`src/rtl/scan_pkg.sv`:
```
// Shared constants and state type for the LED matrix row scanner.
// The BLANK state is only entered when SCAN_BLANK_EN is defined.
package scan_pkg;

  localparam int ROWS    = 8;
  localparam int COLS    = 8;
  localparam int FRAME_W = ROWS * COLS;
  localparam int ROW_W   = $clog2(ROWS);

  typedef enum logic [1:0] {
    IDLE  = 2'd0,
    SCAN  = 2'd1,
    BLANK = 2'd2
  } state_t;

  function automatic logic [ROWS-1:0] row_onehot(input logic [ROW_W-1:0] row);
    row_onehot = {{(ROWS-1){1'b0}}, 1'b1} << row;
  endfunction

endpackage

```
`src/rtl/matrix_scan_row_timer.sv`:
```
// Phase timer for the row scanner: counts cycles of the current dwell or
// blank phase and strobes o_tc on the last cycle of that phase.
module row_timer #(
  parameter int CW = 8
) (
  input  logic          clk,
  input  logic          reset,
  input  logic          i_en,
  input  logic          i_clr,
  input  logic [CW-1:0] i_limit,
  output logic          o_tc
);

  logic [CW-1:0] r_cnt;

  // Terminal count is the last cycle of a phase of length i_limit.
  assign o_tc = i_en && (r_cnt == (i_limit - CW'(1)));

  always_ff @(posedge clk or posedge reset) begin
    if (reset) begin
      r_cnt <= '0;
    end else if (i_clr || o_tc) begin
      r_cnt <= '0;
    end else if (i_en) begin
      r_cnt <= r_cnt + CW'(1);
    end
  end

endmodule

```
`src/rtl/matrix_scan.sv`:
```
// 8x8 LED matrix row scanner with a double-buffered frame input.
// Optional inter-row blanking is compiled in with the SCAN_BLANK_EN macro.
module matrix_scan
  import scan_pkg::state_t, scan_pkg::IDLE, scan_pkg::SCAN,
         scan_pkg::ROWS, scan_pkg::COLS, scan_pkg::FRAME_W,
         scan_pkg::ROW_W, scan_pkg::row_onehot;
#(
  parameter int DWELL = 4,
  parameter int BLANK = 1
) (
  input  logic               clk,
  input  logic               reset,
  input  logic [FRAME_W-1:0] frame_in,
  // frame_in is taken on any rising edge where frame_valid and frame_ready
  // are both high; frame_valid alone has no effect and nothing is dropped.
  input  logic               frame_valid,
  output logic               frame_ready,
  output logic [ROWS-1:0]    row_sel,
  output logic [COLS-1:0]    col_data,
  output logic               frame_done
);

  state_t             r_state;
  state_t             w_next_state;
  logic [ROW_W-1:0]   r_row;
  logic [FRAME_W-1:0] r_active;
  logic [FRAME_W-1:0] r_pending;
  logic               r_pending_full;

  logic               w_accept;
  logic               w_row_adv;
  logic               w_frame_end;
  logic               w_last_row;
  logic               w_tmr_en;
  logic               w_tmr_clr;
  logic               w_tmr_tc;
  logic [7:0]         w_tmr_limit;

  row_timer #(.CW(8)) u_row_timer (
    .clk     (clk),
    .reset   (reset),
    .i_en    (w_tmr_en),
    .i_clr   (w_tmr_clr),
    .i_limit (w_tmr_limit),
    .o_tc    (w_tmr_tc)
  );

  assign frame_ready = (r_state == IDLE) ? 1'b1 : ~r_pending_full;
  assign w_accept    = frame_valid && frame_ready;
  assign w_last_row  = (r_row == ROW_W'(ROWS - 1));

`ifdef SCAN_BLANK_EN
  // With blanking, a row ends on the last blank cycle that follows it.
  assign w_row_adv = (r_state == scan_pkg::BLANK) && w_tmr_tc;
`else
  assign w_row_adv = (r_state == SCAN) && w_tmr_tc;
  logic w_unused_blank;
  assign w_unused_blank = (BLANK == 0);
`endif

  assign w_frame_end = w_row_adv && w_last_row;
  assign frame_done  = w_frame_end;

  always_comb begin
    w_next_state = r_state;
    row_sel      = '0;
    col_data     = '0;
    w_tmr_en     = 1'b0;
    w_tmr_clr    = 1'b1;
    w_tmr_limit  = 8'(DWELL);
    case (r_state)
      IDLE: begin
        if (w_accept) begin
          w_next_state = SCAN;
        end
      end
      SCAN: begin
        row_sel   = row_onehot(r_row);
        col_data  = r_active[{r_row, 3'b000} +: COLS];
        w_tmr_en  = 1'b1;
        w_tmr_clr = 1'b0;
`ifdef SCAN_BLANK_EN
        if (w_tmr_tc) begin
          w_next_state = scan_pkg::BLANK;
        end
`endif
      end
`ifdef SCAN_BLANK_EN
      scan_pkg::BLANK: begin
        w_tmr_en    = 1'b1;
        w_tmr_clr   = 1'b0;
        w_tmr_limit = 8'(BLANK);
        if (w_tmr_tc) begin
          w_next_state = SCAN;
        end
      end
`endif
      default: begin
        w_next_state = IDLE;
      end
    endcase
  end

  always_ff @(posedge clk or posedge reset) begin
    if (reset) begin
      r_state <= IDLE;
    end else begin
      r_state <= w_next_state;
    end
  end

  // Swap at the frame boundary only happens with pending full, and an accept
  // outside IDLE only happens with pending empty, so the two never collide.
  always_ff @(posedge clk or posedge reset) begin
    if (reset) begin
      r_row          <= '0;
      r_active       <= '0;
      r_pending      <= '0;
      r_pending_full <= 1'b0;
    end else if (r_state == IDLE) begin
      if (w_accept) begin
        r_active <= frame_in;
        r_row    <= '0;
      end
    end else begin
      if (w_row_adv) begin
        r_row <= r_row + ROW_W'(1);
      end
      if (w_frame_end && r_pending_full) begin
        r_active       <= r_pending;
        r_pending_full <= 1'b0;
      end
      if (w_accept) begin
        r_pending      <= frame_in;
        r_pending_full <= 1'b1;
      end
    end
  end

endmodule

```
`config.mk`:
```
export PLATFORM = sky130hd
export DESIGN_NAME = matrix_scan
export DESIGN_NICKNAME = d
export VERILOG_FILES = /design/src/rtl/scan_pkg.sv /design/src/rtl/matrix_scan_row_timer.sv /design/src/rtl/matrix_scan.sv
export SDC_FILE = /design/constraint.sdc
export NUM_CORES = 1
export LEC_CHECK = 0
export BUFFER_PORTS_ARGS = -buffer_cell sky130_fd_sc_hd__buf_2
export CORE_MARGIN = 8
export CORE_UTILIZATION = 42
export DETAILED_ROUTE_END_ITERATION = 8
export GPL_TIMING_DRIVEN = 0
export MAX_ROUTING_LAYER = met4
export PLACE_DENSITY_LB_ADDON = 0.1
export SYNTH_ARGS = -nofsm -noshare
export SYNTH_HDL_FRONTEND = slang
export SYNTH_HIERARCHICAL = 1
export SYNTH_SLANG_ARGS = --single-unit
```
`constraint.sdc`:
```
create_clock -name clk -period 9.9 [get_ports clk]
set_clock_uncertainty 0.15 [all_clocks]
set_input_delay 1.98 -clock clk [delete_from_list [all_inputs] [get_ports clk]]
set_output_delay 1.98 -clock clk [all_outputs]
set_load 0.02 [all_outputs]
```
Word-level counts from Yosys, hierarchy flattened --
Cells that the tools add are included. Widths: inputs -> output; s select.
Storage, ports and cells: register bits after elaboration 142, bits in latches 0, bits in writable memories 0, memory bits (read-only) 0, bits of input ports 67, output and inout port bits 18, logic and storage cells 50, memories 0
Cells by class: add/sub/neg operators 2, multiply operators 0, div/mod/pow operators 0, $lt $le $gt $ge 0, equal/unequal tests 4, shift operators 2, muxes and demuxes 17, bitwise logic cells 3, reduce and logical (&&, ||, !) cells 16
Operator list (number):
- $mux 64 | 3
- $shiftx 64x7->8 | 1
- $mux 8 | 4
- $reduce_and 2->1 | 5
- $mux 3 | 3
- $add 8x1->8 const B | 1
- $eq 8x2->1 const B | 1
- $reduce_bool 2->1 | 4
- $shl 1x3->8 const A | 1
- $logic_and 1x1->1 | 5
- $mux 1 | 5
- $pmux 2 s2 | 1
- $add 3x1->3 const B | 1
- $eq 3x3->1 const B | 1
- $not 1->1 | 3
- $eq 2x1->1 const B | 1
- $logic_not 2->1 | 1
- $mux 2 | 1
- $ne 2x2->1 const B | 1
- $logic_or 1x1->1 | 1

Logic depth before layout (Yosys ltp) --
depth in word-level cells 8, mapped depth 10, depth with buffers taken out 9

Modules after synthesis --
The synthesis kept the hierarchy.
By module, submodules not included:
- matrix_scan | times used 1, cells an instance 440, area each 6620.1 µm²
- row_timer | times used 1, cells an instance 81, area each 681.9 µm²

Worst setup path before layout --
OpenSTA, ideal clock, no wires.
path kind reg2out, start point reg u_row_timer.r_cnt[2], end point out frame_done, data arrival time 1878 ps, required time 7770 ps, slack 5892 ps, stages on the path, launching flop included 6, path buffers 0, cells stage by stage dfrtp_1 > nand2b_1 > o211a_1 > o31ai_1 > and3_1 > and3_1
On the way: longest elaborated chain between the ends 4
RTL lines:
- start, declared | RTL line matrix_scan_row_timer.sv:14 | logic [CW-1:0] r_cnt;
- start signal, assigned | RTL line matrix_scan_row_timer.sv:25 | r_cnt <= r_cnt + CW'(1);
- $eq 8x2->1 | RTL line matrix_scan_row_timer.sv:17 | assign o_tc = i_en && (r_cnt == (i_limit - CW'(1)));
- $logic_and 1x1->1 | RTL line matrix_scan_row_timer.sv:17
- net w_tmr_tc | RTL line matrix_scan.sv:36 | logic w_tmr_tc;
- $logic_and 1x1->1 | RTL line matrix_scan.sv:56 | assign w_row_adv = (r_state == SCAN) && w_tmr_tc;
- $logic_and 1x1->1 | RTL line matrix_scan.sv:61 | assign w_frame_end = w_row_adv && w_last_row;
- end, declared | RTL line matrix_scan.sv:20 | output logic frame_done
The timed path passes the listed nets, and every way through them passes these cells.

Final worst setup path --
Same ends and word-level chain as after synthesis.

==> results.toml <==
[pwr]
seqPwrFrac_pct = 40.7
switchingPower_mw = 0.410
p_per_area_nw_per_um2 = 178
combPwrFrac_pct = 16.8
internal_power_mw = 1.15
switching_share_pct = 26.3
p_leak_nw = 4.46
clkPwrFrac_pct = 42.5
peakVddDrop_mv = 0.107
finalPower_mw = 1.56

[clock_tree]
cts_hold_buf = 0
ctsHtreeMaxLevel = 4
insertion_delay_ps = 410
post_cts_resized = 0
cts_setup_buffers = 0
cts_made_buffers = 17
path_clk_slew_ps = 60
clock-sinks = 141
cts_tree = "built"
clockBufferDepth = 2
root_buffer = "clkbuf_16"

[detailed_routing]
vias = 4508
firstDrtPassIters = 4
viasPerCell = 5.07
wl_mm = 16.9
ant_nets = 0
drt_iter0_drc = 252
wl_per_cell_um = 19.0
drc = 0

[floorplan]
fp.dieH_um = 148
die_area_um2 = 21900
die_x_um = 148
core_um2 = 17200
ios = 85
std_cell_rows = 48
start_util_pct = 42.5

[timing]
hold_viol_final = 0
max_freq_mhz = 206
setup_tns_ps = 0
grt_setup_unrepaired = "false"
max_slew_margin_pct = 36.2
hold-worst-slack_ps = 348
post-route-period-util_pct = 49.0
setup_viol = 0
worstMarginPinSlew_ps = 948
drv_slew = 0
min_period_ps = 4850
fin_ws_ps = 5050

[setup_path]
path_cells = "nand2b_1, o211a_1, o31ai_1, and3_1, and3_1, buf_2"
required_ps = 7770
critPathCaptureType = "output port"
path_max_fanout = 9
critPathBufInv = 1
worstSetupStartpointType = "flop"
slowest_stage = "o31ai_1"
cp.arrival_ps = 2720
cpPeakStageDelay_ps = 760
critPathTopFamily = "compound AO/OA/AOI/OAI gates"
crit_type = "flop to output port"
reg2reg_setup_slack_ps = 6800
path_common_cell = "and3_1"

[synthesis]
syn-cell-area_um2 = 7300
synth-edff-count = 0
synth_area_per_cell_um2 = 14.0
synth_seq_cells = 141
synth_top_cell_area_share_pct = 48.3
netlist_instances = 521
ys_warn_count = 6
synth-main-ff-cell = "dfrtp_1"
ys_top_cells_by_count = "dfrtp_1 (141), mux2_2 (141), mux2_4 (60), buf_2 (14), nor3_1 (13)"
ys_types = 40
async_flop_share_pct = 100
yosysSeqAreaShare_pct = 48.3
yosysTopAreaCell = "dfrtp_1"
ys_top_cells_by_area = "dfrtp_1 (48%), mux2_2 (22%), mux2_4 (12%)"

[cells_and_area]
fin_util_pct = 51.0
layout-drive-gt1-share_pct = 53.0
num-nets-final = 727
n_fill_cell = 1529
diodes = 0
regArea_um2 = 3530
multi_input_area_um2 = 3630
syn2layout_area_growth_pct = 19.9

[place]
io_buffer_count = 84
post-dp-hpwl_mm = 12.6
place_ws_ps = 5470
place.gp.congestion = 0.769

[grt]
grt.overflow.total = 0
antenna_found_initial = 0
grt_max_degree = 82
grt_pass1_wl_mm = 26.8
track_usage_pct = 16.5
grt_pass1_vias = 4905

[worst_hold_path]
hp-class = "flop to flop"

[flow_run]
cap_violations = 0

[status]
outcome = "complete, no violations"
routing by layer:
layer  part of all wire, %  global-route usage [%]  vias up
met5                     0                       -        -
met4                   1.8                    6.17        0
met2                    48                    25.6       96
met3                   3.3                    3.67       20
li1                      -                       -     2124
met1                    47                    20.8     2268
state kept, by name, summed over array words and instances, names as in the netlist:
register / cells
r_active: 64
r_pending: 64
r_pending_full: 1
r_row: 3
r_state: 1
u_row_timer/r_cnt: 8
logic make-up (layout without fill, tap and decap cells):
kind of cell	Yosys count	after routing	share of synthesized area, %
xor+xnor	12	12	1.44
flops	141	141	48.3
compound gates	43	43	4.10
mux	210	210	36.7
simple gates	61	61	4.66
buf+inv	44	160	3.32
fa+ha+maj	8	8	1.37
other cells	2	29	0.103
placed cells by master, fill, tap and decap left out, types with 4 or more instances in the layout:
| master | synthesis | routed |
|---|---|---|
| mux4_2 | 8 | 8 |
| buf_2 | 14 | 98 |
| nand2_1 | 12 | 12 |
| dfrtp_1 | 141 | 141 |
| nand4_1 | 4 | 4 |
| ha_1 | 8 | 8 |
| xnor2_1 | 6 | 6 |
| a211oi_1 | 8 | 8 |
| inv_1 | 10 | 9 |
| nor2b_1 | 8 | 8 |
| and3_1 | 10 | 10 |
| nand3_1 | 4 | 4 |
| a31oi_1 | 8 | 8 |
| o21ai_0 | 7 | 7 |
| clkbuf_16 | 0 | 17 |
| mux2_2 | 141 | 141 |
| nor3_1 | 13 | 13 |
| mux2_4 | 60 | 60 |
| clkbuf_8 | 0 | 6 |
| xor2_1 | 6 | 6 |
| buf_6 | 8 | 8 |
| o22ai_1 | 8 | 8 |
| conb_1 | 2 | 29 |
| clkbuf_1 | 10 | 12 |
worst reg2reg max path, stage by stage (launching register included):
cell and delay, ps:
dfrtp_1 450, nand2b_1 190, o211a_1 130, o31ai_1 760, and3_1 380, a32o_1 210, buf_6 170, buf_6 220
mux2_4 320
metrics by stage:
stage	area, um^2	cells
CTS	8760	889
detailed placement	8140	858
floorplan	7400	548
finish	8760	889
global placement	8110	857
global route	8760	889
layout make-up:
| type | instances | share of cell area [%] |
|---|---|---|
| buffer | 33 | 2.30 |
| clock buffer | 25 | 5.89 |
| clock inverter | 6 | 1.20 |
| inverter | 11 | 0.529 |
| multi-input combinational | 363 | 41.5 |
| sequential | 141 | 40.3 |
| tap | 225 | 3.21 |
| timing repair buffer | 85 | 5.11 |
path summary, 6_finish.rpt:
path,from,endpoint,cells after the start
max,u_row_timer/r_cnt[2],frame_done,6
min,r_pending[37],r_pending[37],1
max reg2reg,u_row_timer/r_cnt[2],r_active[55],8
min reg2reg,r_pending[37],r_pending[37],1
max in group asynchronous,reset,r_pending[38],3
min in group asynchronous,reset,u_row_timer/r_cnt[1],2
power groups by stage:
stage	sequential, mW	combinational [mW]	clock (mW)
after global placement	0.644	0.257	0
after floorplan	0.635	0.188	0
after detailed placement	0.645	0.264	0
after global routing	0.639	0.293	0.702
final	0.635	0.263	0.664
after CTS	0.635	0.266	0.680
(Power assumes the default switching activity.)
